===== src/rtl/serial_parallel_mult.sv =====
// Serial-parallel carry-save multiplier: captures a/b on start, emits the product LSB first and as a word.
// Latency: first bit_valid 1 cycle after accept, done 2*WIDTH cycles after accept; back-to-back starts allowed.
// Backpressure: none; start is ignored while busy and abort cancels a run with no done pulse.
module serial_parallel_mult #(
    parameter int WIDTH = 16
) (
    input  logic                 clock,
    input  logic                 reset_n,
    input  logic                 start,
    input  logic                 abort,
    input  logic [WIDTH-1:0]     a,
    input  logic [WIDTH-1:0]     b,
    output logic                 busy,
    output logic                 bit_out,
    output logic                 bit_valid,
    output logic [2*WIDTH-1:0]   product,
    output logic                 done
);

    localparam int CNT_W = $clog2(2 * WIDTH);
    localparam logic [CNT_W-1:0] LAST_K = CNT_W'(2 * WIDTH - 1);
    localparam logic [CNT_W-1:0] MULT_K = CNT_W'(WIDTH);

    typedef enum logic [0:0] {
        IDLE = 1'b0,
        RUN  = 1'b1
    } state_t;

    state_t               state_q;
    logic [WIDTH-1:0]     a_q;
    logic [WIDTH-1:0]     b_q;
    logic [WIDTH-1:0]     sum_q;
    logic [WIDTH-1:0]     carry_q;
    logic [CNT_W-1:0]     cnt_q;
    logic                 busy_q;
    logic                 bit_q;
    logic                 bvld_q;
    logic [2*WIDTH-1:0]   prod_q;
    logic                 done_q;

    logic                 m;
    logic [WIDTH-1:0]     pp;
    logic [WIDTH-1:0]     sum_in;
    logic [WIDTH-1:0]     sum_d;
    logic [WIDTH-1:0]     carry_d;

    // Row of full adders: sums ripple one cell toward bit 0 per cycle, carries stay put.
    always_comb begin
        m       = (cnt_q < MULT_K) ? b_q[0] : 1'b0;
        pp      = a_q & {WIDTH{m}};
        sum_in  = {1'b0, sum_q[WIDTH-1:1]};
        sum_d   = pp ^ sum_in ^ carry_q;
        carry_d = (pp & sum_in) | (pp & carry_q) | (sum_in & carry_q);
    end

    always_ff @(posedge clock or negedge reset_n) begin
        if (!reset_n) begin
            state_q <= IDLE;
            a_q     <= '0;
            b_q     <= '0;
            sum_q   <= '0;
            carry_q <= '0;
            cnt_q   <= '0;
            busy_q  <= 1'b0;
            bit_q   <= 1'b0;
            bvld_q  <= 1'b0;
            prod_q  <= '0;
            done_q  <= 1'b0;
        end else begin
            done_q <= 1'b0;
            case (state_q)
                IDLE: begin
                    bvld_q <= 1'b0;
                    if (start && !abort) begin
                        a_q     <= a;
                        b_q     <= b;
                        sum_q   <= '0;
                        carry_q <= '0;
                        cnt_q   <= '0;
                        busy_q  <= 1'b1;
                        state_q <= RUN;
                    end
                end
                RUN: begin
                    if (abort) begin
                        // Product is left mid-shift; only done qualifies it.
                        state_q <= IDLE;
                        busy_q  <= 1'b0;
                        bvld_q  <= 1'b0;
                    end else begin
                        sum_q   <= sum_d;
                        carry_q <= carry_d;
                        b_q     <= b_q >> 1;
                        bit_q   <= sum_d[0];
                        bvld_q  <= 1'b1;
                        prod_q  <= {sum_d[0], prod_q[2*WIDTH-1:1]};
                        cnt_q   <= cnt_q + CNT_W'(1);
                        if (cnt_q == LAST_K) begin
                            state_q <= IDLE;
                            busy_q  <= 1'b0;
                            done_q  <= 1'b1;
                            cnt_q   <= '0;
                        end
                    end
                end
                default: begin
                    state_q <= IDLE;
                    busy_q  <= 1'b0;
                    bvld_q  <= 1'b0;
                end
            endcase
        end
    end

    assign busy      = busy_q;
    assign bit_out   = bit_q;
    assign bit_valid = bvld_q;
    assign product   = prod_q;
    assign done      = done_q;

endmodule


===== config.mk =====
export PLATFORM = sky130hd
export DESIGN_NAME = serial_parallel_mult
export DESIGN_NICKNAME = d
export VERILOG_FILES = /design/src/rtl/serial_parallel_mult.sv
export SDC_FILE = /design/constraint.sdc
export NUM_CORES = 1
export LEC_CHECK = 0
export ABC_AREA = 1
export CAP_MARGIN = 15
export CELL_PAD_IN_SITES_DETAIL_PLACEMENT = 1
export CELL_PAD_IN_SITES_GLOBAL_PLACEMENT = 1
export CORE_MARGIN = 8
export CORE_UTILIZATION = 43
export CTS_BUF_LIST = sky130_fd_sc_hd__clkbuf_8
export CTS_CLUSTER_DIAMETER = 40
export DETAILED_ROUTE_END_ITERATION = 10
export GPL_TIMING_DRIVEN = 0
export PLACE_DENSITY = 0.85
export SLEW_MARGIN = 20
export SYNTH_ARGS = -nofsm -noshare
export SYNTH_HDL_FRONTEND = slang
export SYNTH_SLANG_ARGS = --single-unit

===== constraint.sdc =====
create_clock -name clock -period 2.11 [get_ports clock]
set_clock_uncertainty 0.15 [all_clocks]
set_input_delay 0.422 -clock clock [delete_from_list [all_inputs] [get_ports clock]]
set_output_delay 0.422 -clock clock [all_outputs]
set_load 0.02 [all_outputs]

Word-level counts from Yosys, hierarchy flattened --
Cells that the tools add are included.
Cells by class: add/sub/neg operators 1, $lt $le $gt $ge 1, eq/ne operators 4, muxes and demuxes 26, bitwise operators 10, reductions and logical operators 6
Operators with widths (number):
- 16-bit one-hot mux with 2 select lines | 3
- 16-bit two-way mux | 5
- 16-bit bitwise AND | 2
- 16-bit OR | 2
- 15-bit by 16-bit bitwise AND with 16-bit output | 1
- 16-bit by 15-bit bitwise AND with 16-bit output | 1
- 16-bit by 15-bit XOR with 16-bit output | 1
- 16-bit XOR | 1
- 5-bit two-way mux | 3
- 1-bit two-way mux | 11
- 5-bit one-hot mux with 2 select lines | 1
- 2-bit AND reduction | 4
- 1-bit one-hot mux with 2 select lines | 3
- 5-bit by 1-bit adder with 5-bit output, second input constant | 1
- 5-bit == test, second input constant | 1
- 5-bit less-than comparator, second input constant | 1
- 2-bit != test, second input constant | 2
- 3-bit by 2-bit != test with 1-bit output, second input constant | 1
- 1-bit NOT | 2
- 1-bit logical AND | 1
- 1-bit logical NOT | 1
Storage, ports and cells: register bits after elaboration 106, output and inout port bits 36, logic and storage cells 59

Depth between registers and ports, before layout --
depth in word-level cells 8, depth in mapped cells 7, mapped depth without buffers 7

Least setup slack after synthesis --
Ideal clock, no wire load.
path kind reg-to-reg, start register cnt_q[4], end register sum_q[12], library setup time 0.126 ns, arrival 1.472 ns, data required time 1.834 ns, path slack 0.362 ns, stages on the path, launching flop included 6, buffers on the path 1, clock period less this slack 1.748 ns, path through dfrtp_1 nor2_1 buf_2 nand2_1 fa_1 o22ai_1
Between the ends: longest elaborated chain between the ends 7
Ends and longest elaborated chain:
- start: declaration | RTL line 34 | logic [CNT_W-1:0] cnt_q;
- start signal: assignment | RTL line 97 | cnt_q <= cnt_q + CNT_W'(1);
- 5-bit less-than comparator | RTL line 49 | m = (cnt_q < MULT_K) ? b_q[0] : 1'b0;
- 1-bit two-way mux | RTL line 49
- 16-bit bitwise AND | RTL line 50 | pp = a_q & {WIDTH{m}};
- 16-bit by 15-bit XOR with 16-bit output | RTL line 52 | sum_d = pp ^ sum_in ^ carry_q;
- 16-bit XOR | RTL line 52
- 16-bit two-way mux | RTL line 85 | if (abort) begin
- 16-bit one-hot mux with 2 select lines | RTL line 71 | case (state_q)
- end signal: assignment | RTL line 91 | sum_q <= sum_d;
- end: declaration | RTL line 32 | logic [WIDTH-1:0] sum_q;
No other way between the ends. The select of a mux whose other input is x is not followed. A chain may end at the register's enable or synchronous reset.

==> results.toml <==
[sta]
fmax_ghz = 0.485
hold_viol = 0
finalCritPeriodShare_pct = 97.8
slew_violations = 0
period_needed_ps = 2060
setup_violations = 0
slew-limit-headroom_pct = 70.6
fin_tns_setup_ps = 0
worstMarginPinSlew_ps = 441

[floorplanning]
num_io_pins = 72
dieHeight_um = 120
die_area_mm2 = 0.0144
coreArea_mm2 = 0.0107
die_w_um = 120
fp-row-count = 38
start_util_pct = 43.4

[synthesis]
yosys.area.top_type = "dfrtp_1"
synth_nets = 547
muxShareOfSynthArea_pct = 0
synthAdderAreaFrac_pct = 7.55
ys_seq_area_share_pct = 56.1
synth-xor-area-share_pct = 0.189
synth-seq-cells = 104
synthSimpleGateAreaFrac_pct = 19.1
syn_area_per_cell_um2 = 9.43
synth.distinct_cells = 22
synth_area_leaders = "dfrtp_1 56%, nand2_1 15%, fa_1 6.5%"
syn_inst = 492
netlist_area_mm2 = 0.00464
synth_top_family_by_area = "simple AND/OR/NAND/NOR gates"
synth_compound_area_share_pct = 8.12
synth_top_area_share_pct = 56.1
yosysWarnings = 0

[routing]
via_per_inst = 4.90
wl_um = 11100
first_pass_iters = 5
drt-initial-drc-count = 164
drc_errors = 0
wire_per_inst_um = 15.4
postRouteAntennaNets = 0
via_count = 3541

[global_routing]
grt_pass1_wl_um = 19300
antenna_found_initial = 0
grt_pass1_vias = 3924
grt_overflow_total = 0
grt_max_degree = 83
grt_use_total_pct = 16.5

[worst_setup_path]
crit_fanout = 3
critPathTopFamily = "buffers and inverters"
crit_chain = "buf_4 > clkdlybuf4s50_1"
cpMaxStageDelayCell = "clkdlybuf4s50_1"
rr_startpoint = "cnt_q[4]"
rrSetupSlack_ps = 100
path_buf_inv = 2
path_class = "register to output pin"
slowest_delay_ps = 590
end_kind = "output pin"
crit_required_ps = 1540
startpoint_type = "register"
r2r-end = "sum_q[12]"
worstPathArrival_ps = 1490
ff2ff_path_depth = 5

[finish]
nets = 632
diodes = 0
areaGrowthSynthToFinish_pct = 24.0
final_common_cell = "nand2_1"
most-common-layout-cells = "184 x nand2_1, 104 x dfrtp_1, 70 x clkdlybuf4s50_1"
fin_area_mm2 = 0.00575
drive_gt1_share_pct = 8.76

[power]
swShare_pct = 35.0
peakVddDrop_mv = 0.491
power_density_mw_per_mm2 = 990
p_leak_uw = 0.00269
switching_power_uw = 1990
p_int_uw = 3700
seqPwrFrac_pct = 47.6
clockPowerShare_pct = 20.0
pwr-share-comb_pct = 32.5

[min_path]
min_path_type = "input port to async pin"

[clock_network]
cts_buffers = 9
clk_pin_slew_ps = 90
cts.sinks = 104
htree_levels = 3
clock-root-buffer = "clkbuf_8"
cts_max_path_buffers = 2
clk_latency_ps = 370
cts_tree = "done"

[placement]
gp_congestion = 0.746
dp_hpwl_um = 8290
place_area_mm2 = 0.00555
numPortBuffers = 71

[flow_run]
drv_cap = 0

[outcome]
status = "finished clean"
## per-stage QoR
step | setup slack (ps) | hold slack, ps | instances | utilization [%] | total power, uW
2_1_floorplan | 362 | -23.6 | 492 | - | 3670
3_5_place_dp | -74.8 | 135 | 704 | 51.9 | 4620
6_report | 46.5 | 308 | 722 | 53.8 | 5690
3_3_place_gp | -3370 | 310 | 703 | 51.6 | 4500
5_1_grt | -0.659 | 319 | 722 | 53.8 | 6060
4_1_cts | 7.56 | 304 | 721 | 53.7 | 5760
## synthesized netlist by cell type
cell	n
nand4_1	1
nor2_4	1
dfrtp_1	104
nand2_4	2
xnor2_1	1
inv_2	2
ha_1	4
buf_6	10
clkbuf_1	2
a21oi_1	1
o21ai_1	5
buf_4	6
o21ai_0	33
nand2_2	1
nand2_1	184
nor2_1	7
nand3_1	25
inv_1	52
buf_2	9
o22ai_2	2
o22ai_1	25
fa_1	15
## final cells by class
| class | instances | area (um2) |
|---|---|---|
| clock inverter | 6 | 37.5 |
| timing repair buffer | 74 | 757 |
| sequential | 104 | 2600 |
| tap | 140 | 175 |
| multi-input combinational | 307 | 1630 |
| fill | 1230 | 4950 |
| clock buffer | 10 | 138 |
| buffer | 27 | 213 |
| inverter | 54 | 203 |
## how the worst max path moves through the flow
stage / startpoint / endpoint / slack [ps] / depth (start not counted)
6_report: bit_out / product[31] / 50 / 2
2_1_floorplan: cnt_q[4] / sum_q[12] / 360 / 5
4_1_cts: bit_out / product[31] / 8 / 2
5_1_grt: bit_out / product[31] / -0.7 / 2
3_5_place_dp: cnt_q[4] / sum_q[12] / -70 / 5
3_3_place_gp: reset_n / b_q[7] / -3370 / 1
## flip-flops by register name, summed over array words and instances, names as in the netlist
signal,count
cnt_q,5
b_q,16
busy,1
carry_q,16
bit_out,1
product,31
bit_valid,1
done,1
sum_q,15
a_q,16
state_q,1
## kinds of logic (layout without fill, tap and decap cells)
kind of cell             count (synthesis)  after routing
buffers and inverters                   81            171
adder cells (fa/ha/maj)                 19             19
XOR/XNOR                                 1              1
AO/OA/AOI/OAI                           66             66
flip-flops                             104            104
AND/OR/NAND/NOR                        221            221
## what timing repair did
item                                    4_1_cts  5_1_grt
endpoints found under the setup margin       12        4
hold endpoints to repair                     22        0
hold buffers                                  1        0
resized for setup                             1        1
setup buffers                                 0        1
## per-layer routing
metal / vias up / track usage [%] / wire (um) / share of wire, %
li1: 1699 / - / - / -
met3: 12 / 3.19 / 506 / 4.6
met5: - / 0 / 0 / 0
met4: 0 / 6.48 / 169 / 1.5
met1: 1752 / 20.9 / 5050 / 45
met2: 78 / 27.4 / 5380 / 48
## power groups by stage
stage / combinational, uW / sequential, uW / clock [uW]
global route: 2050 / 2770 / 1240
CTS: 1870 / 2710 / 1170
detailed placement: 1860 / 2750 / 0
global placement: 1770 / 2730 / 0
finish: 1850 / 2710 / 1140
floorplan: 678 / 2990 / 0
No activity file was read; power rests on OpenSTA's default activity.
==> variant 1 (same flow settings) <==
Put one more register stage on the output `product`. The value now appears one clock later. The other outputs are not delayed to match.
--- a/src/rtl/serial_parallel_mult.sv
+++ b/src/rtl/serial_parallel_mult.sv
@@ -116,5 +116,7 @@
     assign bit_out   = bit_q;
     assign bit_valid = bvld_q;
-    assign product   = prod_q;
+    always_ff @(posedge clock) begin
+        product <= prod_q;
+    end
     assign done      = done_q;
 
Check against the original RTL: not equivalent (a bounded check fails within 4 cycles, from zero or initial values and one cycle with reset_n low).
==> variant 1 against the original RTL <==
Area after synthesis rose by 13%. Clock power rose by 92%. First-iteration DRC count rose by 98%. Global-route usage rose by 1.2 points. Routed wire length rose by 17%. Largest cell class unchanged. Setup slack improved by 30 ps. Via count rose by 10%. Critical path depth fell by 1. Highest routed layer unchanged. Total power rose by 35%. Sequential cell count rose by 32. Design area rose by 15%.
==> variant 1: results (changes against the original RTL) <==
Post-Layout Cell Count - 774 (+7.2%)
top cells by area, synth - dfrtp_1, nand2_1, dfxtp_1
Avg WL per Cell - 16.8 um (+9.3%)
Commonest cells post-synth - nand2_1, dfrtp_1, inv_1
status - complete, no violations
total track usage - 0.177 (+0.0117)
Least-Margin Pin Slew - 490 ps (+48.7 ps)
leakage power - 3.05 nW (+13%)
asr flop ratio synth - 0.765 (-0.235)
postcts setup bufs - 0 (unchanged)
worst skew pair latency - 460 ps (+90 ps)
max incr delay on CP - 620 ps (+30 ps)
sequential-to-total area share from yosys stat - 0.617 (+0.0559)
share of cells above drive strength 1 - 0.102 (+0.0144)
DRT Pass-1 Iters - 4 (-1)
Num CTS Buffers - 17 (+8)
Arr. time, crit path - 1460 ps (-30 ps)
Post-Place Cell Area - 0.00618 mm2 (+11%)
Placed Cells - 741 (+5.3%)
maximum fanout along the worst path - 3 (unchanged)
syn nets - 577 (+5.5%)
Detailed Place HPWL - 9190 um (+11%)
largest net degree at the start of global routing - 67 (-19%)
VDD IR-drop max - 0.389 mV (-21%)
first-pass GRT wire length - 22300 um (+16%)
dpl ws - -128 ps (-53.1 ps)
number of global-route vias before repair - 4448 (+13%)
drt via density - 5.03 (+2.6%)
Post-Syn Instances - 522 (+6.1%)
Pint - 0.00528 W (+43%)
Starting DRT DRC Count - 324 (+98%)
# nets final - 669 (+5.9%)
worst min path class - reg2reg
gpl congestion - 0.810 (+8.5%)
variant 1: power groups by stage:
stage,clock network [W],registers (W),logic [W]
CTS,0.00225,0.00364,0.00190
global route,0.00235,0.00372,0.00205
finish,0.00219,0.00363,0.00186
global placement,0,0.00363,0.00177
detailed placement,0,0.00369,0.00187
floorplan,0,0.00391,0.000660
variant 1: kinds of logic (layout without fill, tap and decap cells):
group / after synthesis / count (layout) / share of synthesized area
AO/OA/AOI/OAI: 68 / 68 / 0.0712
adder cells (fa/ha/maj): 19 / 19 / 0.0666
flip-flops: 136 / 136 / 0.617
AND/OR/NAND/NOR: 217 / 217 / 0.166
buffers and inverters: 81 / 186 / 0.0776
XOR/XNOR: 1 / 1 / 0.00167
variant 1: final timing paths:
kind,start,to,slack [ps],cells past startpoint
setup / recovery,bit_out,bit_out,80,1
hold / removal,prod_q[21],product[21],220,0
setup reg to reg,cnt_q[4],sum_q[6],140,5
hold reg to reg,prod_q[21],product[21],220,0
max in group asynchronous,reset_n,b_q[0],880,3
min in group asynchronous,reset_n,b_q[10],280,2
variant 1: area by class of cell:
type | instances | area (um2)
Multi-Input combinational cell | 305 | 1610
Buffer | 26 | 201
Timing Repair Buffer | 73 | 749
Clock inverter | 14 | 159
Fill cell | 1339 | 5360
Inverter | 55 | 206
Tap cell | 147 | 184
Clock buffer | 18 | 248
Sequential cell | 136 | 3240
variant 1: worst register-to-register path: stages, from the launching register on:
cell     delay [ps]
dfrtp_1         450
nor2_4          230
buf_2           270
nand2_1         100
fa_1            460
o22ai_1         210
variant 1: per-layer routing:
layer  GRT usage  wire, um  vias up
li1            -         -     1816
met1       0.201      5410     1942
met2       0.298      6590      105
met3      0.0515       667       31
met4      0.0870       345        0
met5           0         0        -
variant 1: repair_timing:
| action | in CTS | in global routing |
|---|---|---|
| hold buffers | 1 | 0 |
| hold endpoints to repair | 38 | 0 |
| gates resized for setup | 2 | 0 |
| setup endpoints to repair | 16 | 0 |
variant 1: stage by stage:
step	util	hold slack, ps
after detailed placement	0.517	201
after global routing	0.552	234
after global placement	0.514	206
after floorplan	-	-23.6
final	0.552	223
after CTS	0.552	223
==> variant 2 (same flow settings) <==
Made on the original files. Change the parameter `WIDTH` from 16 to 32.
--- a/src/rtl/serial_parallel_mult.sv
+++ b/src/rtl/serial_parallel_mult.sv
@@ -3,5 +3,5 @@
 // Backpressure: none; start is ignored while busy and abort cancels a run with no done pulse.
 module serial_parallel_mult #(
-    parameter int WIDTH = 16
+    parameter int WIDTH = 32
 ) (
     input  logic                 clock,
Ports: changed (resized a, b and product); port bits go from 72 to 136. No check against the original RTL was run, so the function may have changed too.
==> variant 2 against the original RTL <==
Via count increased by 92%. Clock power increased to 3.7 times the old value. Setup slack worse by 23 ps. Sequential cell count increased by 97. Routed wire length increased by 120%. Area after synthesis increased by 85%. Total power rose by 130%. Cell count rose by 87%. First-iteration DRC count increased by 88%. Design area grew 95%. Maximum frequency down 1.1%. Synthesized cell count rose by 79%. Largest cell class unchanged.
==> variant 2: results (changes against the original RTL) <==
initial antenna violation count - 0 (unchanged)
Crit path max-delay family - buffers and inverters
status - complete, no violations
# nets final - 1160 (+84%)
vias after detailed routing - 6807 (+92%)
max reg flops - 63 (+100%)
Detailed Place HPWL - 16800 um (+100%)
Post-Place Cell Area - 0.0103 mm2 (+86%)
Reg2Reg Depth - 5 (unchanged)
# diodes - 0 (unchanged)
VDD IR-drop max - 0.820 mV (+67%)
number of global-route vias before repair - 7731 (+97%)
worst min path class - in2async
share of cells above drive strength 1 - 0.0976 (+0.00998)
Clk pin slew, worst setup/hold paths - 60 ps (-30 ps)
relative slew slack - 0.635 (-0.0714)
area occupied by multi-input gates - 0.00285 mm2 (+75%)
Starting DRT DRC Count - 308 (+88%)
DRT Pass-1 Iters - 4 (-1)
Port-buffer cells - 135 (+90%)
leakage power - 5.50 nW (+100%)
count of cell types in the netlist - 24 (+9.1%)
maximum fanout along the worst path - 2 (-1)
gpl congestion - 0.755 (+1.1%)
largest net degree at the start of global routing - 77 (-7.2%)
H-tree Lvls - 2 (-1)
Arr. time, crit path - 1510 ps (+20 ps)
Num CTS Buffers - 39 (+30)
CP startpoint - product[10]
first-pass GRT wire length - 40500 um (+110%)
main flop type after synthesis - dfrtp_1
slowest cell on the critical path - clkdlybuf4s50_1
Root Buffer - clkbuf_8
Commonest cells post-synth - nand2_1, dfrtp_1, inv_1
worst skew pair latency - 530 ps (+160 ps)
syn nets - 981 (+79%)
Post-Syn Area - 0.00860 mm2 (+85%)
Fillers - 2195 (+78%)
total track usage - 0.207 (+0.0416)
top cells by area, synth - dfrtp_1, nand2_1, fa_1
max incr delay on CP - 660 ps (+70 ps)
WL final - 24900 um (+120%)
worst r2r src - cnt_q[5]
worst-case clock buffer depth - 3 (+1)
asr flop ratio synth - 1.00 (unchanged)
Ys Warns - 0 (unchanged)
sequential-to-total area share from yosys stat - 0.585 (+0.0239)
[variant 2: worst register-to-register path, delay by kind of cell, from the launching register on]
family | cells | cell delay, ps
DFF | 1 | 420
AOI/OAI and AO/OA | 1 | 90
buffers and inverters | 1 | 320
adders and majority gates | 1 | 500
and+or+nand+nor | 2 | 380
[variant 2: metal layers]
layer,wire [um],up-vias,part of all wire,track usage
met5,0,-,0,0
met4,681,0,0.027,0.0725
met3,1160,49,0.047,0.0463
met2,12800,139,0.51,0.363
met1,10200,3464,0.41,0.245
li1,-,3155,-,-
[variant 2: logic make-up (layout without fill, tap and decap cells)]
group | count (synthesis) | count (layout) | synth area share
simple gates | 321 | 321 | 0.144
flops | 201 | 201 | 0.585
compound gates | 166 | 166 | 0.112
buf+inv | 159 | 365 | 0.0842
fa+ha+maj | 33 | 33 | 0.0751
[variant 2: area by class of cell]
cell class | count | share of cell area
sequential | 201 | 0.449
multi-input combinational | 520 | 0.254
timing repair buffer | 138 | 0.127
clock buffer | 47 | 0.0577
inverter | 108 | 0.0362
tap | 265 | 0.0296
buffer | 51 | 0.0295
clock inverter | 21 | 0.0171
[variant 2: metrics by stage]
| step | hold WS [ps] | setup WS (ps) | instances |
|---|---|---|---|
| final | 252 | 23.5 | 1351 |
| after global routing | 282 | -8.30 | 1351 |
| after CTS | 244 | 1.67 | 1351 |
| after detailed placement | 220 | -320 | 1282 |
| after global placement | 307 | -8050 | 1280 |
| after floorplan | -23.6 | 343 | 880 |
[variant 2: path summary, 6_finish.rpt]
| check | to | slack, ps |
|---|---|---|
| max | product[10] | 20 |
| min | a_q[14] | 250 |
| max reg2reg | sum_q[1] | 120 |
| min reg2reg | a_q[11] | 320 |
| max in group asynchronous | b_q[19] | 820 |
| min in group clock | a_q[10] | 290 |
[variant 2: repair_timing]
| item | CTS | global route |
|---|---|---|
| resized for setup | 45 | 22 |
| hold buffers | 1 | 0 |
| setup endpoints to repair | 98 | 24 |
| buffers inserted | 0 | 0 |
| endpoints found under the hold margin | 50 | 0 |
[variant 2: where the power goes]
| group | total, W | leakage [nW] | switching (W) | internal, W |
|---|---|---|---|---|
| clock network | 0.00417 | 0.476 | 0.00168 | 0.00250 |
| logic | 0.00370 | 2.44 | 0.00227 | 0.00143 |
| registers | 0.00538 | 2.59 | 0.000582 | 0.00480 |
| total | 0.0133 | 5.50 | 0.00453 | 0.00873 |
